## src/rtl/shift_unit_iter.sv

```systemverilog
// Multi-cycle shifter: SLL/SRL/SRA/ROR by a variable amount, at most STEP bits per clock.
// Start/done handshake; data_o holds the result from DONE until the next accepted request.
`timescale 1ns/1ps

module shift_unit_iter #(
    parameter int WIDTH = 32,
    parameter int STEP  = 4,
    localparam int SHW  = $clog2(WIDTH)
) (
    input  logic             clk_i,
    input  logic             rst_i,
    input  logic             start_i,
    input  logic [1:0]       mode_i,
    input  logic [SHW-1:0]   shamt_i,
    input  logic [WIDTH-1:0] data_i,
    output logic [WIDTH-1:0] data_o,
    output logic             busy_o,
    output logic             done_o,
    output logic             ready_o
);

    typedef enum logic [1:0] {IDLE, SHIFT, DONE} state_t;
    typedef enum logic [1:0] {SLL = 2'b00, SRL = 2'b01, SRA = 2'b10, ROR = 2'b11} mode_t;

    localparam logic [SHW-1:0] STEP_W = SHW'(STEP);

    state_t           state;
    mode_t            mode;
    logic [SHW-1:0]   cnt;
    logic [SHW-1:0]   step;
    logic [WIDTH-1:0] shifted;
    logic [2*WIDTH-1:0] rot;

    // Status flags decode straight from the state register, so they never glitch on inputs.
    assign busy_o  = (state == SHIFT);
    assign done_o  = (state == DONE);
    assign ready_o = (state != SHIFT);

    // NOTE: every always_comb output gets a default first so no path can infer a latch.
    always_comb begin
        step    = (cnt < STEP_W) ? cnt : STEP_W;
        shifted = data_o;
        rot     = {data_o, data_o} >> step;
        case (mode)
            SLL: shifted = data_o << step;
            SRL: shifted = data_o >> step;
            SRA: shifted = WIDTH'($signed(data_o) >>> step);
            ROR: shifted = rot[WIDTH-1:0];
            default: shifted = data_o;
        endcase
    end

    // NOTE: sequential state uses non-blocking assignments so every register samples pre-edge values.
    always_ff @(posedge clk_i) begin
        if (rst_i) begin
            state  <= IDLE;
            data_o <= '0;
            cnt    <= '0;
            mode   <= SLL;
        end else begin
            case (state)
                IDLE, DONE: begin
                    if (start_i) begin
                        data_o <= data_i;
                        mode   <= mode_t'(mode_i);
                        cnt    <= shamt_i;
                        state  <= (shamt_i != '0) ? SHIFT : DONE;
                    end else begin
                        state  <= IDLE;
                    end
                end
                SHIFT: begin
                    data_o <= shifted;
                    cnt    <= cnt - step;
                    if (cnt == step) begin
                        state <= DONE;
                    end
                end
                default: state <= IDLE;
            endcase
        end
    end

endmodule

```

## config.mk

```make
export PLATFORM = sky130hd
export DESIGN_NAME = shift_unit_iter
export DESIGN_NICKNAME = d
export VERILOG_FILES = /design/src/rtl/shift_unit_iter.sv
export SDC_FILE = /design/constraint.sdc
export NUM_CORES = 1
export LEC_CHECK = 0
export BUFFER_PORTS_ARGS = -buffer_cell sky130_fd_sc_hd__buf_4
export CAP_MARGIN = 25
export CELL_PAD_IN_SITES_DETAIL_PLACEMENT = 1
export CELL_PAD_IN_SITES_GLOBAL_PLACEMENT = 1
export CORE_UTILIZATION = 42
export CTS_CLUSTER_SIZE = 16
export DETAILED_ROUTE_END_ITERATION = 8
export PLACE_DENSITY = 0.88
export REMOVE_ABC_BUFFERS = 1
export SLEW_MARGIN = 25
export SYNTH_ARGS = -nofsm -noshare
export SYNTH_HDL_FRONTEND = slang
export SYNTH_SLANG_ARGS = --single-unit
```

## constraint.sdc

```tcl
create_clock -name clk_i -period 2.9 [get_ports clk_i]
set_input_delay 0.435 -clock clk_i [delete_from_list [all_inputs] [get_ports clk_i]]
set_output_delay 0.435 -clock clk_i [all_outputs]
set_load 0.03 [all_outputs]
```

==> metrics, run 1 <==
status=complete, no violations; CTS Buffer Depth=2; clk_lat worst skew=300 ps; via/cell ratio=6.89; Worst Hold Slack=378 ps; Post-CTS Hold Buffers=0; Critical Path Fanout Max=21; PostCTS Resize Cnt=0; Worst Setup End Kind=flop; total power=2370 uW; HP Class=in2reg; worst endpoint required time=3070 ps; count leader, synth=nand2_1; post-synthesis cell type count=61; Gate Count Post-Synth=607; Area Growth Syn to Fin=16.1%; Synth Register Bits=41; Synth area leader=dfxtp_1; synth warn=0; Final Util=49.9%; initial core utilization=43.0%; post-layout min period=2500 ps; final period utilization=86.3%; Avg Synthesized Cell Area=7.27 sq um; Syn Std Cell Area=0.00441 sq mm; clock skew=7.27 ps; clock root buffer=clkbuf_8; maximum vdd drop=0.232 mV; drt drc=0; EDFF count, synth=0; Post-synth top flop=dfxtp_1; CTS buffer count=5; starting DRC count in detailed routing=513; Synth area leaders=dfxtp_1 19%, mux4_2 11%, nand2_1 10%, mux2i_1 7.9%, a21oi_1 4.8%; worst setup path class=reg2reg; first-pass GRT wire length=28000 um; antenna-violating nets left=0; total die area=0.0109 sq mm; ANT cells=0; Die Y=105 um; endpoints failing setup=0; IO buf count=76; total track usage=32.1%; nets@finish=674; CTS tree=done; post-CTS setup buffers=0; asr flop ratio synth=0%; DRT Wirelength=17600 um; final hold violations=0; chip width=105 um; power per standard cell area=462 mW/mm^2; largest net degree at the start of global routing=46; static leakage=0.00187 uW; sequential area share after synthesis=18.6%; placed cell area=0.00504 sq mm; Crit path arrival time=2670 ps; Max Cap Violations=0; DP HPWL=11700 um; Routed WL per cell=23.0 um; Max-slew headroom=44.3%; Core ar.=0.0103 sq mm; post-route cell area=0.00512 sq mm; DRT Pass-1 Iters=5; Fmax=400 MHz; vias=5287; top post-synthesis cells by count=119 x nand2_1, 44 x clkbuf_1, 42 x a21oi_1; H-tree depth=2; GRT overflow=0; startpoint types=flop; clk slew on worst S/H paths=80 ps; initial antenna violation count=0; vias in the first global route=5155; clk sink count=41; layout cells sized above 1=22.7%; RSZ-0062 raised after global routing=no; worst slew pin tran=835 ps; row count=37; Final Wtd Congestion=0.914; area share of the largest cell type after synthesis=18.6%; I/O pins=77; final slew viol count=0
[critical path, stage by stage (launching register included)]
cell,delay [ps]
dfxtp_2,580
or4b_1,880
mux4_2,600
a31oi_1,200
o32ai_1,100
[layout make-up]
class | instances | area (sq um)
Clock buffer | 7 | 86.3
Sequential cell | 41 | 822
Inverter | 6 | 22.5
Timing Repair Buffer | 97 | 766
Multi-Input combinational cell | 480 | 3260
Fill cell | 1328 | 5150
Tap cell | 136 | 170
[sequential cells by signal, summed over array words and instances (netlist names)]
register / count
cnt: 5
state: 2
data_o: 32
mode: 2
[cell usage in the layout (no fill, tap or decap), types with 3 or more instances in the layout]
cell type / n
buf_4: 94
nor2b_1: 3
a21oi_1: 42
nand3_1: 26
o32ai_1: 3
a22oi_1: 3
a221oi_1: 9
a31oi_1: 24
o21ai_0: 22
nand2b_1: 6
nand2_1: 119
a211oi_1: 18
nor2_1: 31
nand4_1: 3
and3_1: 6
mux2i_1: 35
mux2_2: 9
a221o_1: 3
o211ai_1: 7
nor3_1: 6
or3_1: 3
a311oi_1: 9
o31ai_1: 5
o21a_1: 3
inv_1: 5
and2_1: 7
dfxtp_1: 40
o22ai_1: 8
buf_12: 3
mux4_2: 21
a2111oi_0: 4
clkbuf_8: 6
nor4_1: 9
[per-stage QoR]
| stage | TNS [ps] | setup WS, ps | std cells |
|---|---|---|---|
| floorplan | -34320 | -1480 | 527 |
| global placement | 0 | 541 | 760 |
| detailed placement | 0 | 462 | 760 |
| CTS | 0 | 410 | 767 |
| global route | 0 | 331 | 767 |
| finish | 0 | 398 | 767 |
[worst paths after layout]
kind | startpoint | end | depth (start not counted) | slack [ps]
setup reg to reg | cnt[1] | data_o[28] | 4 | 400
setup / recovery | cnt[1] | data_o[28] | 4 | 400
hold / removal | mode_i[1] | mode[1] | 3 | 380
hold reg to reg | data_o[30] | data_o[30] | 2 | 630
[where the power goes]
part	leakage (uW)	switching [uW]	internal [uW]	total (uW)
clock	0.0000443	222	190	412
combinational	0.00148	666	460	1130
sequential	0.000339	201	626	827
[logic make-up after synthesis]
group	synth area share (%)
other cells	0.0850
buf+inv	8.33
mux	20.9
fa+ha+maj	0.283
compound gates	27.4
flops	18.6
simple gates	24.4
[per-layer routing]
metal | track usage [%] | routed length, um
met1 | 42.2 | 6890
met2 | 51.8 | 8330
met3 | 5.14 | 1710
met4 | 13.9 | 690
met5 | 0 | 0
No activity file was read; power rests on OpenSTA's default activity.
==> run 2: changes to the inputs <==
--- a/config.mk
+++ b/config.mk
@@ -10,6 +10,7 @@
 export CELL_PAD_IN_SITES_DETAIL_PLACEMENT = 1
 export CELL_PAD_IN_SITES_GLOBAL_PLACEMENT = 1
 export CORE_UTILIZATION = 42
+export CTS_BUF_LIST = sky130_fd_sc_hd__clkbuf_2 sky130_fd_sc_hd__clkbuf_4 sky130_fd_sc_hd__clkbuf_8
 export CTS_CLUSTER_SIZE = 16
 export DETAILED_ROUTE_END_ITERATION = 8
 export PLACE_DENSITY = 0.88
==> run 2 against run 1 <==
Count of clock-buffer cells in the layout unchanged; wire length grew 0.40%; via count rose by 0.36%; first-iteration DRC count rose by 1.6%; core utilization barely moved; clock skew up 2.3 ps; largest cell class unchanged; highest routed layer unchanged.
==> metrics, run 2 (synthesis gave the netlist of run 1 again) <==
worst setup path class=reg2reg; Max Cap Violations=0; CP max-delay cell=or4b_1; first-pass GRT wire length=27900 um; total track usage=32.1%; initial core utilization=43.0%; Final Wtd Congestion=0.914; largest net degree at the start of global routing=46; total die area=0.0109 sq mm; Post-CTS Hold Buffers=0; Area Growth Syn to Fin=16.2%; top flop regs=data_o: 32 flops, cnt: 5 flops; total power=2370 uW; vias=5306; DRT Pass-1 Iters=5; startpoint types=flop; Worst Setup End Kind=flop; maximum vdd drop=0.228 mV; final period utilization=85.6%; Core ar.=0.0103 sq mm; Fmax=403 MHz; clk sink count=41; via/cell ratio=6.92; CTS tree=done; layout cells sized above 1=22.8%; Setup WS pre-CTS=462 ps; static leakage=0.00187 uW; IO buf count=76; post-layout min period=2480 ps; most frequent cells in the layout=119 x nand2_1, 94 x buf_4, 42 x a21oi_1, 40 x dfxtp_1, 35 x mux2i_1; final slew viol count=0; Routed WL per cell=23.1 um; Max-slew headroom=43.2%; row count=37; post-CTS setup buffers=0; chip width=105 um; Largest Register=data_o; drt drc=0; Crit path arrival time=2650 ps; Critical Path Fanout Max=21; power per standard cell area=462 mW/mm^2; H-tree depth=2; clk_lat worst skew=300 ps; commonest non-fill, non-tap cell in the layout=nand2_1; starting DRC count in detailed routing=521; clk slew on worst S/H paths=80 ps; clock skew=9.53 ps; crit-path cells=or4b_1 > mux4_2 > a31oi_1 > o32ai_1; final setup margin=416 ps; worst endpoint required time=3070 ps; Worst Hold Slack=380 ps; CTS Buffer Depth=2; Die Y=105 um; nets@finish=674; DRT Wirelength=17700 um; status=complete, no violations; worst slew pin tran=853 ps; I/O pins=77; initial antenna violation count=0; HP Class=in2reg; DP HPWL=11700 um; RSZ-0062 raised after global routing=no; max reg flops=32; clock root buffer=clkbuf_8; final hold violations=0; GRT overflow=0; vias in the first global route=5160; endpoints failing setup=0; PostCTS Resize Cnt=0; delay of the slowest critical-path stage=890 ps; CTS buffer count=5; ANT cells=0; antenna-violating nets left=0
run 2: cell counts in the layout (fill, tap and decap cells not counted):
No cell type changed its count.
run 2: metrics by stage:
| step | util [%] | std cells | area, sq um | setup TNS [ps] |
|---|---|---|---|---|
| after floorplan | - | 527 | 4070 | -34320 |
| after detailed placement | 49.0 | 760 | 5040 | 0 |
| after CTS | 49.9 | 767 | 5130 | 0 |
| final | 49.9 | 767 | 5130 | 0 |
| after global routing | 49.9 | 767 | 5130 | 0 |
| after global placement | 49.0 | 760 | 5040 | 0 |
run 2: layout make-up:
class                      instances  area (sq um)
timing repair buffer              97           766
multi-input combinational        480          3260
sequential                        41           822
tap                              136           170
fill                            1328          5150
clock buffer                       7          90.1
inverter                           6          22.5
run 2: worst max-delay path: cells and delay by family (launching register included):
kind	cells	cell delay [ps]
simple gates	1	890
mux	1	610
flops	1	580
compound gates	2	260
run 2: report_power, final:
group / internal (uW) / total [uW] / switching, uW
sequential: 626 / 830 / 204
combinational: 460 / 1120 / 664
clock: 199 / 417 / 218
total: 1290 / 2370 / 1090
run 2: path summary, 6_finish.rpt:
check / startpoint / to / slack, ps / cells past startpoint
worst max register to register: cnt[1] / data_o[28] / 420 / 4
worst min register to register: data_o[30] / data_o[30] / 630 / 2
worst min-delay path: mode_i[1] / mode[1] / 380 / 3
worst max-delay path: cnt[1] / data_o[28] / 420 / 4
run 2: per-layer routing:
layer | global-route usage (%) | vias up | part of all wire, %
met2 | 51.6 | 350 | 48
met3 | 5.33 | 66 | 9.5
met1 | 42.0 | 2573 | 39
li1 | - | 2317 | -
met4 | 14.4 | 0 | 3.6
met5 | 0 | - | 0
==> run 3: changes to the inputs <==
--- a/config.mk
+++ b/config.mk
@@ -5,6 +5,7 @@
 export SDC_FILE = /design/constraint.sdc
 export NUM_CORES = 1
 export LEC_CHECK = 0
+export ABC_AREA = 0
 export BUFFER_PORTS_ARGS = -buffer_cell sky130_fd_sc_hd__buf_4
 export CAP_MARGIN = 25
 export CELL_PAD_IN_SITES_DETAIL_PLACEMENT = 1
==> constraint.sdc (replaced) <==
create_clock -name clk_i -period 2.9 [get_ports clk_i]
set_input_delay 0.58 -clock clk_i [delete_from_list [all_inputs] [get_ports clk_i]]
set_output_delay 0.58 -clock clk_i [all_outputs]
set_load 0.03 [all_outputs]
==> run 3 against run 2 <==
Global-route usage is 1.0 points higher; via count is 0.72% higher; non-clock buffer count is 1 higher; largest cell class unchanged; die area stayed put; core utilization hardly changed; cell count is 0.26% higher; worst setup slack better by 48 ps.
==> metrics, run 3 (synthesis gave the netlist of run 1 again) <==
status=complete, no violations; Final Wtd Congestion=0.909; starting DRC count in detailed routing=502; total die area=0.0109 sq mm; clk slew on worst S/H paths=90 ps; IO buf count=76; initial antenna violation count=0; post-layout min period=2440 ps; DP HPWL=11900 um; Fillers=1336; PostCTS Resize Cnt=0; Max Cap Violations=0; GRT overflow=0; row count=37; maximum vdd drop=0.244 mV; Area Growth Syn to Fin=16.1%; RSZ-0062 raised after global routing=no; DRT Pass-1 Iters=5; Routed WL per cell=23.2 um; ANT cells=0; Post-Route M1 WL=7230 um; total track usage=33.1%; Met3 Wirelength=1430 um; routed length on met2=8560 um; post-route cell area=0.00512 sq mm; antenna-violating nets left=0; chip width=105 um; vias in the first global route=5455; worst slew pin tran=874 ps; Core ar.=0.0103 sq mm; clock root buffer=clkbuf_8; H-tree depth=2; max reg flops=32; commonest non-fill, non-tap cell in the layout=nand2_1; clk sink count=41; static leakage=0.00187 uW; startpoint types=flop; top flop regs=data_o: 32 flops, cnt: 5 flops; drt drc=0; via/cell ratio=6.95; Die Y=105 um; layout cells sized above 1=23.1%; CTS buffer count=5; first-pass GRT wire length=29000 um; most frequent cells in the layout=119 x nand2_1, 96 x buf_4, 42 x a21oi_1, 40 x dfxtp_1, 35 x mux2i_1; endpoints failing setup=0; final hold violations=0; clk_lat worst skew=310 ps; Critical Path Fanout Max=20; CP max-delay cell=or4b_1; Worst Setup End Kind=flop; delay of the slowest critical-path stage=880 ps; post-CTS setup buffers=0; I/O pins=77; crit-path cells=or4b_1 > mux4_2 > a31oi_1 > o32ai_1; CTS Buffer Depth=2; Post-CTS Hold Buffers=0; Worst Hold Slack=520 ps; crit path buf inv count=0; worst endpoint required time=3080 ps; vias=5344; final slew viol count=0; HP Class=in2reg; final period utilization=84.0%; DRT Wirelength=17800 um; CTS tree=done; power per standard cell area=463 mW/mm^2; placed cell area=0.00503 sq mm; Worst path top cell family by delay=simple AND/OR/NAND/NOR gates; initial core utilization=43.0%; Crit path arrival time=2620 ps; Max-slew headroom=41.5%; nets@finish=675; largest net degree at the start of global routing=46; Fmax=411 MHz; Largest Register=data_o; highest metal used=met4; clock skew=16.6 ps; worst setup path class=reg2reg
## run 3: cell types whose count changed in the layout (fill, tap and decap cells not counted), sizes merged
| cell | before | now |
|---|---|---|
| buf | 97 | 98 |
| clkbuf | 7 | 8 |
## run 3: final cells by class
| cell class | instances | area (sq um) | share of cell area, % |
|---|---|---|---|
| Clock buffer | 8 | 91.3 | 1.78 |
| Inverter | 6 | 22.5 | 0.439 |
| Multi-Input combinational cell | 480 | 3260 | 63.6 |
| Sequential cell | 41 | 822 | 16.0 |
| Tap cell | 136 | 170 | 3.32 |
| Timing Repair Buffer | 98 | 761 | 14.8 |
## run 3: worst register-to-register path, cell delays in order (launching register included)
cell	delay, ps
dfxtp_2	570
or4b_1	880
mux4_2	600
a31oi_1	180
o32ai_1	90
## run 3: metrics by stage
stage	setup WS, ps	total power [uW]	setup TNS (ps)	std cells	util, %
after detailed placement	450	1930	0	761	49.0
after global placement	519	1880	0	761	49.0
final	464	2380	0	769	49.9
after global routing	266	2500	0	769	49.9
after floorplan	-1480	1470	-34320	527	-
after CTS	448	2350	0	769	49.9
## run 3: worst paths after layout
kind / start / slack, ps / cells past startpoint / end
max reg2reg: cnt[1] / 460 / 4 / data_o[28]
min: mode_i[1] / 520 / 3 / mode[1]
min reg2reg: data_o[30] / 650 / 2 / data_o[30]
max: cnt[1] / 460 / 4 / data_o[28]
## run 3: metal layers
layer / up-vias / track usage [%]
met5: - / 0
met1: 2654 / 42.7
li1: 2336 / -
met3: 59 / 5.14
met2: 295 / 53.8
met4: 0 / 15.8
## run 3: where the power goes
group	internal, uW	total [uW]	switching (uW)
logic	456	1120	663
clock network	200	427	227
registers	626	830	204
total	1280	2380	1090
